`src/rtl/freq_meter_pkg.sv`:
```
// Shared types and helpers for the period/frequency meter.
// Defaults assume a 200 MHz system clock and inputs of 1 kHz or faster.
package freq_meter_pkg;
    localparam int DEF_CNT_W = 18;
    localparam int CLK_HZ    = 200_000_000;

    typedef enum logic [1:0] {
        IDLE,
        FILL,
        TRACK,
        LOCKED
    } meter_state_t;

    function automatic bit depth_ok(input int d);
        return (d >= 2) && (d <= 16) && ((d & (d - 1)) == 0);
    endfunction
endpackage

```
`src/rtl/freq_edge_timer.sv`:
```
// Edge detect, period/high-time counters, arming and no-signal timeout.
// Captured values and strobes appear one cycle after the rising edge.
module freq_edge_timer
    import freq_meter_pkg::*;
#(
    parameter int CNT_W   = DEF_CNT_W,
    parameter int TIMEOUT = (1 << CNT_W) - 1
) (
    input  logic             clk,
    input  logic             rst_n,
    input  logic             i_sig,
    output logic             o_arm,
    output logic             o_cap,
    output logic [CNT_W-1:0] o_period,
    output logic [CNT_W-1:0] o_high,
    output logic             o_timeout
);
    localparam logic [CNT_W-1:0] LIM  = CNT_W'(TIMEOUT);
    localparam logic [CNT_W-1:0] LIM1 = CNT_W'(TIMEOUT - 1);

    logic             r_prev;
    logic             r_armed;
    logic             r_fell;
    logic [CNT_W-1:0] r_cnt;
    logic [CNT_W-1:0] r_hi;
    logic             w_rise;
    logic             w_fall;
    logic [CNT_W-1:0] w_inc;

    assign w_rise    = ~r_prev & i_sig;
    assign w_fall    = r_prev & ~i_sig;
    assign w_inc     = r_cnt + 1'b1;
    // A rise on the boundary cycle beats the timeout.
    assign o_timeout = ~w_rise & (r_cnt == LIM1);

    always_ff @(posedge clk or negedge rst_n) begin
        if (!rst_n) begin
            r_prev   <= 1'b0;
            r_armed  <= 1'b0;
            r_fell   <= 1'b0;
            r_cnt    <= '0;
            r_hi     <= '0;
            o_arm    <= 1'b0;
            o_cap    <= 1'b0;
            o_period <= '0;
            o_high   <= '0;
        end else begin
            r_prev <= i_sig;
            o_arm  <= 1'b0;
            o_cap  <= 1'b0;
            if (w_rise) begin
                r_cnt   <= '0;
                r_fell  <= 1'b0;
                r_armed <= 1'b1;
                o_arm   <= ~r_armed;
                o_cap   <= r_armed;
                if (r_armed) begin
                    o_period <= w_inc;
                    o_high   <= r_fell ? r_hi : w_inc;
                end
            end else begin
                if (r_cnt != LIM) r_cnt <= w_inc;
                if (w_fall) begin
                    r_hi   <= w_inc;
                    r_fell <= 1'b1;
                end
                if (o_timeout) r_armed <= 1'b0;
            end
        end
    end
endmodule

```
`src/rtl/freq_period_meter.sv`:
```
// Averaging period meter: history ring, running sum, tolerance FSM.
// Results and strobe appear two cycles after each armed rising edge.
module freq_period_meter
    import freq_meter_pkg::*;
#(
    parameter int CNT_W         = DEF_CNT_W,
    parameter int DEPTH         = 8,
    parameter int THRESH_SHIFT  = 5,
    parameter int STABLE_CYCLES = 4,
    parameter int TIMEOUT       = (1 << CNT_W) - 1
) (
    input  logic             clk,
    input  logic             rst_n,
    input  logic             signal_in,
    output logic [CNT_W-1:0] period,
    output logic [CNT_W-1:0] high_time,
    output logic             period_valid,
    output logic             stable,
    output logic             no_signal
);
    localparam int LOG2D = $clog2(DEPTH);
    localparam int SUM_W = CNT_W + LOG2D;
    localparam int SC_W  = $clog2(STABLE_CYCLES + 1);
    localparam logic [LOG2D:0]  FULL   = (LOG2D + 1)'(DEPTH);
    localparam logic [SC_W-1:0] SC_MAX = SC_W'(STABLE_CYCLES);

    if (!depth_ok(DEPTH) || THRESH_SHIFT >= CNT_W) begin : g_bad_cfg
        $error("freq_period_meter: bad DEPTH or THRESH_SHIFT");
    end

    logic             w_arm;
    logic             w_cap;
    logic             w_to;
    logic [CNT_W-1:0] w_new;
    logic [CNT_W-1:0] w_hi;

    freq_edge_timer #(
        .CNT_W  (CNT_W),
        .TIMEOUT(TIMEOUT)
    ) u_timer (
        .clk      (clk),
        .rst_n    (rst_n),
        .i_sig    (signal_in),
        .o_arm    (w_arm),
        .o_cap    (w_cap),
        .o_period (w_new),
        .o_high   (w_hi),
        .o_timeout(w_to)
    );

    logic [CNT_W-1:0] r_hist [DEPTH];
    logic [LOG2D-1:0] r_wr;
    logic [LOG2D:0]   r_fill;
    logic [LOG2D:0]   w_fill_nx;
    logic [SUM_W-1:0] r_sum;
    logic [SUM_W-1:0] w_sum_nx;
    logic [CNT_W-1:0] w_avg;
    logic [CNT_W-1:0] w_tol;
    logic [CNT_W:0]   w_new_x;
    logic [CNT_W:0]   w_avg_x;
    logic [CNT_W:0]   w_tol_x;
    logic             w_in_tol;
    logic [SC_W-1:0]  r_scnt;
    meter_state_t     r_state;
    meter_state_t     w_state_nx;

    // Unfilled slots hold zero, so the sum is exact while filling.
    assign w_sum_nx  = r_sum + SUM_W'(w_new) - SUM_W'(r_hist[r_wr]);
    assign w_fill_nx = (r_fill == FULL) ? r_fill : r_fill + 1'b1;
    assign w_avg     = CNT_W'(r_sum >> LOG2D);
    assign w_tol     = w_avg >> THRESH_SHIFT;
    assign w_new_x   = {1'b0, w_new};
    assign w_avg_x   = {1'b0, w_avg};
    assign w_tol_x   = {1'b0, w_tol};
    assign w_in_tol  = (w_new_x <= w_avg_x + w_tol_x) &&
                       (w_new_x + w_tol_x >= w_avg_x);

    always_ff @(posedge clk or negedge rst_n) begin
        if (!rst_n) begin
            for (int i = 0; i < DEPTH; i++) r_hist[i] <= '0;
            r_wr         <= '0;
            r_fill       <= '0;
            r_sum        <= '0;
            period       <= '0;
            high_time    <= '0;
            period_valid <= 1'b0;
            no_signal    <= 1'b0;
        end else begin
            period_valid <= 1'b0;
            if (w_to) begin
                for (int i = 0; i < DEPTH; i++) r_hist[i] <= '0;
                r_wr      <= '0;
                r_fill    <= '0;
                r_sum     <= '0;
                no_signal <= 1'b1;
            end else begin
                if (w_arm) no_signal <= 1'b0;
                if (w_cap) begin
                    r_hist[r_wr] <= w_new;
                    r_wr         <= r_wr + 1'b1;
                    r_sum        <= w_sum_nx;
                    r_fill       <= w_fill_nx;
                    period       <= (w_fill_nx == FULL) ?
                                    CNT_W'(w_sum_nx >> LOG2D) : w_new;
                    high_time    <= w_hi;
                    period_valid <= 1'b1;
                end
            end
        end
    end

    always_ff @(posedge clk or negedge rst_n) begin
        if (!rst_n) begin
            r_scnt <= '0;
        end else if (w_to || r_state == IDLE || r_state == FILL) begin
            r_scnt <= '0;
        end else if (w_cap) begin
            if (!w_in_tol) r_scnt <= '0;
            else if (r_scnt != SC_MAX) r_scnt <= r_scnt + 1'b1;
        end
    end

    always_ff @(posedge clk or negedge rst_n) begin
        if (!rst_n) r_state <= IDLE;
        else        r_state <= w_state_nx;
    end

    always_comb begin
        w_state_nx = r_state;
        if (w_to) begin
            w_state_nx = IDLE;
        end else begin
            unique case (r_state)
                IDLE:
                    if (w_arm) w_state_nx = FILL;
                FILL:
                    if (w_cap && w_fill_nx == FULL) w_state_nx = TRACK;
                TRACK:
                    if (w_cap && w_in_tol && (r_scnt + 1'b1 == SC_MAX))
                        w_state_nx = LOCKED;
                LOCKED:
                    if (w_cap && !w_in_tol) w_state_nx = TRACK;
                default:
                    w_state_nx = IDLE;
            endcase
        end
    end

    always_comb begin
        stable = (r_state == LOCKED);
    end
endmodule

```
`config.mk`:
```
export PLATFORM = sky130hd
export DESIGN_NAME = freq_period_meter
export DESIGN_NICKNAME = d
export VERILOG_FILES = /design/src/rtl/freq_meter_pkg.sv /design/src/rtl/freq_edge_timer.sv /design/src/rtl/freq_period_meter.sv
export SDC_FILE = /design/constraint.sdc
export NUM_CORES = 1
export LEC_CHECK = 0
export CAP_MARGIN = 15
export CORE_ASPECT_RATIO = 1.4
export CORE_MARGIN = 2
export CORE_UTILIZATION = 45
export DETAILED_ROUTE_END_ITERATION = 16
export DONT_BUFFER_PORTS = 1
export PLACE_DENSITY = 0.67
export SETUP_SLACK_MARGIN = 0.5
export SYNTH_ARGS = -nofsm -noshare
export SYNTH_HDL_FRONTEND = slang
export SYNTH_SLANG_ARGS = --single-unit
```
`constraint.sdc`:
```
create_clock -name clk -period 4.3 [get_ports clk]
set_input_delay 0.43 -clock clk [delete_from_list [all_inputs] [get_ports clk]]
set_output_delay 0.43 -clock clk [all_outputs]
set_load 0.05 [all_outputs]
```
==> summary.md, run 1 <==
| Metric | Value |
|---|---|
| Max Root-Sink Buffers | `3` |
| Routability cong. | `0.910` |
| Hold Fails Final Rpt | `292` |
| Critical path's most frequent cell | `buf_4` |
| Seq/Total Area, Yosys | `44.5%` |
| Setup crit start kind | `flop` |
| Critical path fanouts, max | `3` |
| Sequential cell area | `7310 um2` |
| Max frequency | `0.249 GHz` |
| CTS Sinks | `292` |
| CTS tree | `built` |
| CP arrival | `4.49 ns` |
| Max stage delay on crit path | `0.39 ns` |
| Crit Path Class | `reg2reg` |
| Vias in the first global route | `14200` |
| Pins Over Slew Limit | `0` |
| Fin Setup TNS | `0 ns` |
| Diodes inserted | `0` |
| DR DRC count | `0` |
| Worst path top cell family by delay | `compound AO/OA/AOI/OAI gates` |
| Final min period | `4.01 ns` |
| Post-synth top area share | `44.5%` |
| Nets | `2060` |
| Initial Util | `45.7%` |
| Met2 usage | `44.6%` |
| Post-route ant nets | `0` |
| Synth warnings | `0` |
| Top cell type by total area after synthesis | `dfrtp_1` |
| Die width | `165 um` |
| Synthesized netlist cell count | `1889` |
| Row count | `82` |
| Flops & latches, synth | `292` |
| Buf/Inv on CP | `3` |
| Initial antenna violation count | `0` |
| Met1 Use GR | `32.5%` |
| Area grow syn2layout | `18.8%` |
| Final setup fails | `0` |
| Ys flop type | `dfrtp_1` |
| First-pass GRT wire length | `78.7 mm` |
| Violated checks | `hold timing` |
| Crit-path slowest cell | `dfrtp_1` |
| Pre-antenna DRT Iters | `9` |
| TritonCTS buffer count | `29` |
| HP Class | `in2async` |
| Post-synth top cells | `453 x nand2_1, 292 x dfrtp_1, 255 x a21oi_1` |
| GR peak layer | `met2` |
| CP required | `4.78 ns` |
| Vias | `14100` |
| Synthesized area | `16400 um2` |
| Slew @ Worst Pin | `1.23 ns` |
| Num ports | `42` |
| Port buffer count | `0` |
| Min Hold Slack | `-0.413 ns` |
| Hold Buf Count CTS | `1` |
| Worst Skew | `0.0244 ns` |
| Largest net degree at the start of global routing | `293` |
| RSZ-0062 raised after global routing | `yes` |
| Crit. End Element | `flop` |
| FFs w/ async S/R, synth | `100%` |
| Dpl hpwl | `32.3 mm` |
| DRT iter0 DRCs | `1133` |
| Share of cells above drive strength 1 | `17.0%` |
| Fill count | `3229` |
| Period utilization | `93.3%` |
| Status | `finished with violations` |
| Max_slew headroom | `17.8%` |
| WL per Instance | `20.9 um` |
| Synth area leaders | `dfrtp_1 45%, nand2_1 10%, a21oi_1 7.8%, ha_1 7.2%, a22oi_1 3.3%` |
| Clk slew on worst S/H paths | `0.07 ns` |
| Syn avg cell area | `8.69 um2` |
| Yosys cell types | `77` |
| Die Footprint | `38000 um2` |
| Core Box Area | `35900 um2` |
| Worst-skew pair later-pin latency | `0.58 ns` |
| Most numerous cell in the Yosys netlist | `nand2_1` |
| Total gr overflow | `0` |
| M3 GR Usage | `4.24%` |
| Clock H-tree levels | `1` |
| Worst-path cell chain | `buf_4 > buf_4 > ha_1 > o21ai_0 > a211oi_2 > a2111oi_4 > o31ai_1 > buf_4 > nand4_1 > xnor2_1 > ha_1 > and3_4 > nand4_1 > nor2_2 > o31a_1 > a2111oi_2 > a211o_1 > nand2_4 > o41ai_4` |
| Post-synth EDFFs | `0` |
| DRT Wirelength | `50.6 mm` |
| Area of the multi-input gates | `8970 um2` |
| Die H | `230 um` |
| Syn Nets | `2007` |
| Max cap viols | `0` |
| Via/cell ratio | `5.80` |
| CTS Root Cell | `clkbuf_16` |
| Total track usage | `26.7%` |
[registers in the layout, summed over array words and instances, names as in the netlist]
register and count:
r_hist 144, r_sum 21, high_time 18, period 18, u_timer.o_high 18, u_timer.o_period 18, u_timer.r_cnt 18, u_timer.r_hi 18
r_fill 4, r_scnt 3, r_wr 3, r_state 2, no_signal 1, period_valid 1, u_timer.o_arm 1, u_timer.o_cap 1
u_timer.r_armed 1, u_timer.r_fell 1, u_timer.r_prev 1
[layer usage]
| metal | vias up | share of wire (%) |
|---|---|---|
| met3 | 165 | 6.1 |
| li1 | 6507 | - |
| met2 | 462 | 49 |
| met4 | 0 | 6.2 |
| met1 | 6941 | 38 |
| met5 | - | 0 |
[kinds of logic after synthesis]
group           share of synthesized area [%]
compound gates                           17.6
flops                                    44.5
xor+xnor                                 3.74
simple gates                             17.8
mux                                      1.29
buf+inv                                  5.31
fa+ha+maj                                9.68
[layout by cell type, fill, tap and decap left out, types with 14 or more instances in the layout]
| cell type | netlist | routed |
|---|---|---|
| a21o_1 | 14 | 14 |
| a21oi_1 | 255 | 240 |
| a21oi_2 | 1 | 14 |
| a22oi_1 | 73 | 53 |
| a22oi_2 | 0 | 20 |
| buf_4 | 0 | 104 |
| buf_6 | 1 | 20 |
| clkbuf_16 | 0 | 29 |
| dfrtp_1 | 292 | 286 |
| fa_1 | 20 | 17 |
| ha_1 | 95 | 84 |
| inv_1 | 99 | 91 |
| mux2i_1 | 20 | 20 |
| nand2_1 | 453 | 449 |
| nand4_1 | 32 | 32 |
| nor2_1 | 113 | 108 |
| o21ai_0 | 65 | 54 |
| xnor2_1 | 47 | 42 |
| xor2_1 | 23 | 22 |
[timing repair]
item / 4_1_cts / 5_1_grt
pin swaps: 52 / 62
setup buffers: 39 / 20
endpoints found under the hold margin: 293 / 292
endpoints found under the setup margin: 28 / 31
resized for setup: 89 / 85
cloned: 3 / 0
[stage by stage]
stage               util (%)  cell area, um2  setup slack (ns)  hold WS [ns]  instances
floorplan                  -           16500             0.458         0.134       1889
global placement        47.9           17200             0.161         0.164       2310
detailed placement      47.9           17200            0.0395         0.161       2310
CTS                     52.7           18900             0.337        -0.436       2405
global route            54.3           19500            0.0552        -0.441       2425
finish                  54.3           19500             0.290        -0.413       2425
[area by class of cell]
type | count | share of cell area, %
clock buffer | 38 | 4.15
clock inverter | 14 | 0.764
inverter | 100 | 1.93
multi-input combinational | 1381 | 46.0
sequential | 292 | 37.5
tap | 462 | 2.97
timing repair buffer | 138 | 6.64
[path summary, 6_finish.rpt]
check                                         from        endpoint  slack [ns]  cells past startpoint
worst max-delay path                      r_sum[8]      r_state[0]        0.29                     19
worst min-delay path                         rst_n      r_hist[46]       -0.41                      0
worst max register to register            r_sum[8]      r_state[0]        0.29                     19
worst min register to register  u_timer.o_high[14]   high_time[14]        0.47                      2
max in group asynchronous                    rst_n   u_timer.o_cap        4.20                      0
min in group clk                         signal_in  u_timer.r_fell        0.14                      3
Power of run 1 is left out: the tool's default activity adds up to more than one toggle a clock period on the data nets, which glitch-free logic cannot reach.
==> inputs of run 2 (changes only) <==
CORE_MARGIN = 3   (was 2)
==> run 2 against run 1 <==
The flow still finishes with violations (hold timing). Fmax down 5.1%. Sequential share of layout area is essentially flat. Non-clock buffer count decreased by 6. Die area up 2.1%.
==> summary.md, run 2 (synthesis results as in run 1) <==
| Metric | Value |
|---|---|
| CP arrival | `4.68 ns` |
| Critical path fanouts, max | `13` |
| Pre-antenna DRT Iters | `5` |
| Port buffer count | `0` |
| Met2 usage | `43.6%` |
| DR DRC count | `0` |
| Max Root-Sink Buffers | `3` |
| Hold Fails Final Rpt | `292` |
| GR peak layer | `met2` |
| Worst-path cell chain | `buf_4 > nor3b_2 > buf_6 > a22oi_2 > nand4_1 > ha_1 > inv_2 > ha_4 > fa_2 > a211o_1 > buf_6 > buf_6 > a21o_4 > a211o_1 > a31oi_4 > o21ai_2 > xor2_2 > mux2i_1 > nor2_1` |
| Post-route ant nets | `0` |
| Max stage delay on crit path | `0.46 ns` |
| Vias in the first global route | `14100` |
| Hold Buf Count CTS | `1` |
| DRT Wirelength | `51.2 mm` |
| CTS Sinks | `292` |
| Status | `finished with violations` |
| Dpl hpwl | `32.5 mm` |
| Finished Cell Area | `19500 um2` |
| Worst setup margin | `0.0730 ns` |
| CP Launch Point | `r_wr[2]` |
| Worst path top cell family by delay | `compound AO/OA/AOI/OAI gates` |
| CTS Root Cell | `clkbuf_16` |
| Die width | `167 um` |
| RSZ-0062 raised after global routing | `yes` |
| Slew @ Worst Pin | `1.49 ns` |
| Clock H-tree levels | `1` |
| Worst r2r dst | `r_sum[10]` |
| CTS tree | `built` |
| CP required | `4.76 ns` |
| Worst Reg-to-Reg Cells | `19` |
| Crit. End Element | `flop` |
| Die H | `232 um` |
| Post-Place Cell Area | `17100 um2` |
| Row count | `82` |
| Worst-skew pair later-pin latency | `0.59 ns` |
| Core Box Area | `35900 um2` |
| Final setup fails | `0` |
| Buf/Inv on CP | `5` |
| Worst Skew | `0.0318 ns` |
| Total gr overflow | `0` |
| Crit-path slowest cell | `dfrtp_2` |
| Vias | `14200` |
| Die Footprint | `38800 um2` |
| Total track usage | `25.4%` |
| Max FFs per register | `144` |
| Nets | `2055` |
| Fin cells | `2423` |
| Cell Count Post-Placement | `2305` |
| Final min period | `4.23 ns` |
| Initial antenna violation count | `0` |
| Largest Register | `r_hist` |
| Num ports | `42` |
| HP Class | `in2async` |
| First-pass GRT wire length | `78.6 mm` |
| Critical path's most frequent cell | `buf_6` |
| Crit Path Class | `reg2reg` |
| M3 GR Usage | `3.03%` |
| Violated checks | `hold timing` |
| Most frequent cells in the layout | `448 x nand2_1, 285 x dfrtp_1, 240 x a21oi_1, 109 x nor2_1, 102 x buf_4` |
| Commonest non-fill, non-tap cell in the layout | `nand2_1` |
| Clk slew on worst S/H paths | `0.07 ns` |
| Via/cell ratio | `5.85` |
| DRT iter0 DRCs | `1197` |
| Largest net degree at the start of global routing | `293` |
| Area grow syn2layout | `18.9%` |
| Routability cong. | `0.950` |
| Pins Over Slew Limit | `0` |
| Max_slew headroom | `0.794%` |
| Share of cells above drive strength 1 | `17.0%` |
| Biggest regs | `r_hist: 144 flops, r_sum: 21 flops` |
| Period utilization | `98.3%` |
| Initial Util | `45.7%` |
| Diodes inserted | `0` |
| Setup crit start kind | `flop` |
| Setup Slack @ Placement | `0.0500 ns` |
| RR Startpoint | `r_wr[2]` |
| WL per Instance | `21.1 um` |
| Max cap viols | `0` |
| Fin Setup TNS | `0 ns` |
| Met1 Use GR | `31.6%` |
| TritonCTS buffer count | `30` |
| Reg2Reg Setup Slack | `0.07 ns` |
| Min Hold Slack | `-0.460 ns` |
| Max frequency | `0.237 GHz` |
==> run 2: changes by cell type in the layout (fill, tap and decap cells not counted), sizes merged <==
cell | previous run | this run
inv | 104 | 105
clkinvlp | 1 | 2
clkinv | 7 | 5
buf | 137 | 131
bufinv | 2 | 6
==> run 2: layer usage <==
metal / vias to the layer above / routed length, um
li1: 6509 / -
met2: 539 / 25300
met5: - / 0
met1: 6960 / 19700
met4: 0 / 3020
met3: 164 / 3130
==> run 2: timing repair <==
action,CTS,global route
cloned,2,0
setup buffers,33,25
endpoints found under the setup margin,28,30
pin swaps,54,59
gates resized for setup,97,78
hold endpoints to repair,293,292
==> run 2: worst max-delay path by stage <==
stage	to	cells after the start
after floorplan	period[17]	16
after global routing	r_sum[10]	18
after detailed placement	r_state[0]	18
after global placement	r_scnt[0]	19
final	r_sum[10]	19
after CTS	r_state[0]	20
==> run 2: per-stage QoR <==
stage,hold WS (ns),utilization (%)
after floorplan,0.134,-
after global placement,0.144,47.7
after detailed placement,0.144,47.7
after CTS,-0.482,52.6
after global routing,-0.474,54.3
final,-0.460,54.3
==> run 2: layout make-up <==
type / instances / area, um2
Tap cell: 462 / 578
Inverter: 100 / 375
Timing Repair Buffer: 132 / 1130
Sequential cell: 292 / 7320
Clock inverter: 18 / 268
Clock buffer: 38 / 832
Multi-Input combinational cell: 1381 / 9010
Fill cell: 3189 / 16400
==> run 2: worst reg2reg max path: stages (launching register included) <==
cell	delay, ns
dfrtp_2	0.46
buf_4	0.16
nor3b_2	0.38
buf_6	0.26
a22oi_2	0.07
nand4_1	0.21
ha_1	0.19
inv_2	0.06
ha_4	0.16
fa_2	0.40
a211o_1	0.32
buf_6	0.14
buf_6	0.11
a21o_4	0.19
a211o_1	0.33
a31oi_4	0.21
o21ai_2	0.11
xor2_2	0.16
mux2i_1	0.14
nor2_1	0.07
Power of run 2 is left out for the same reason.
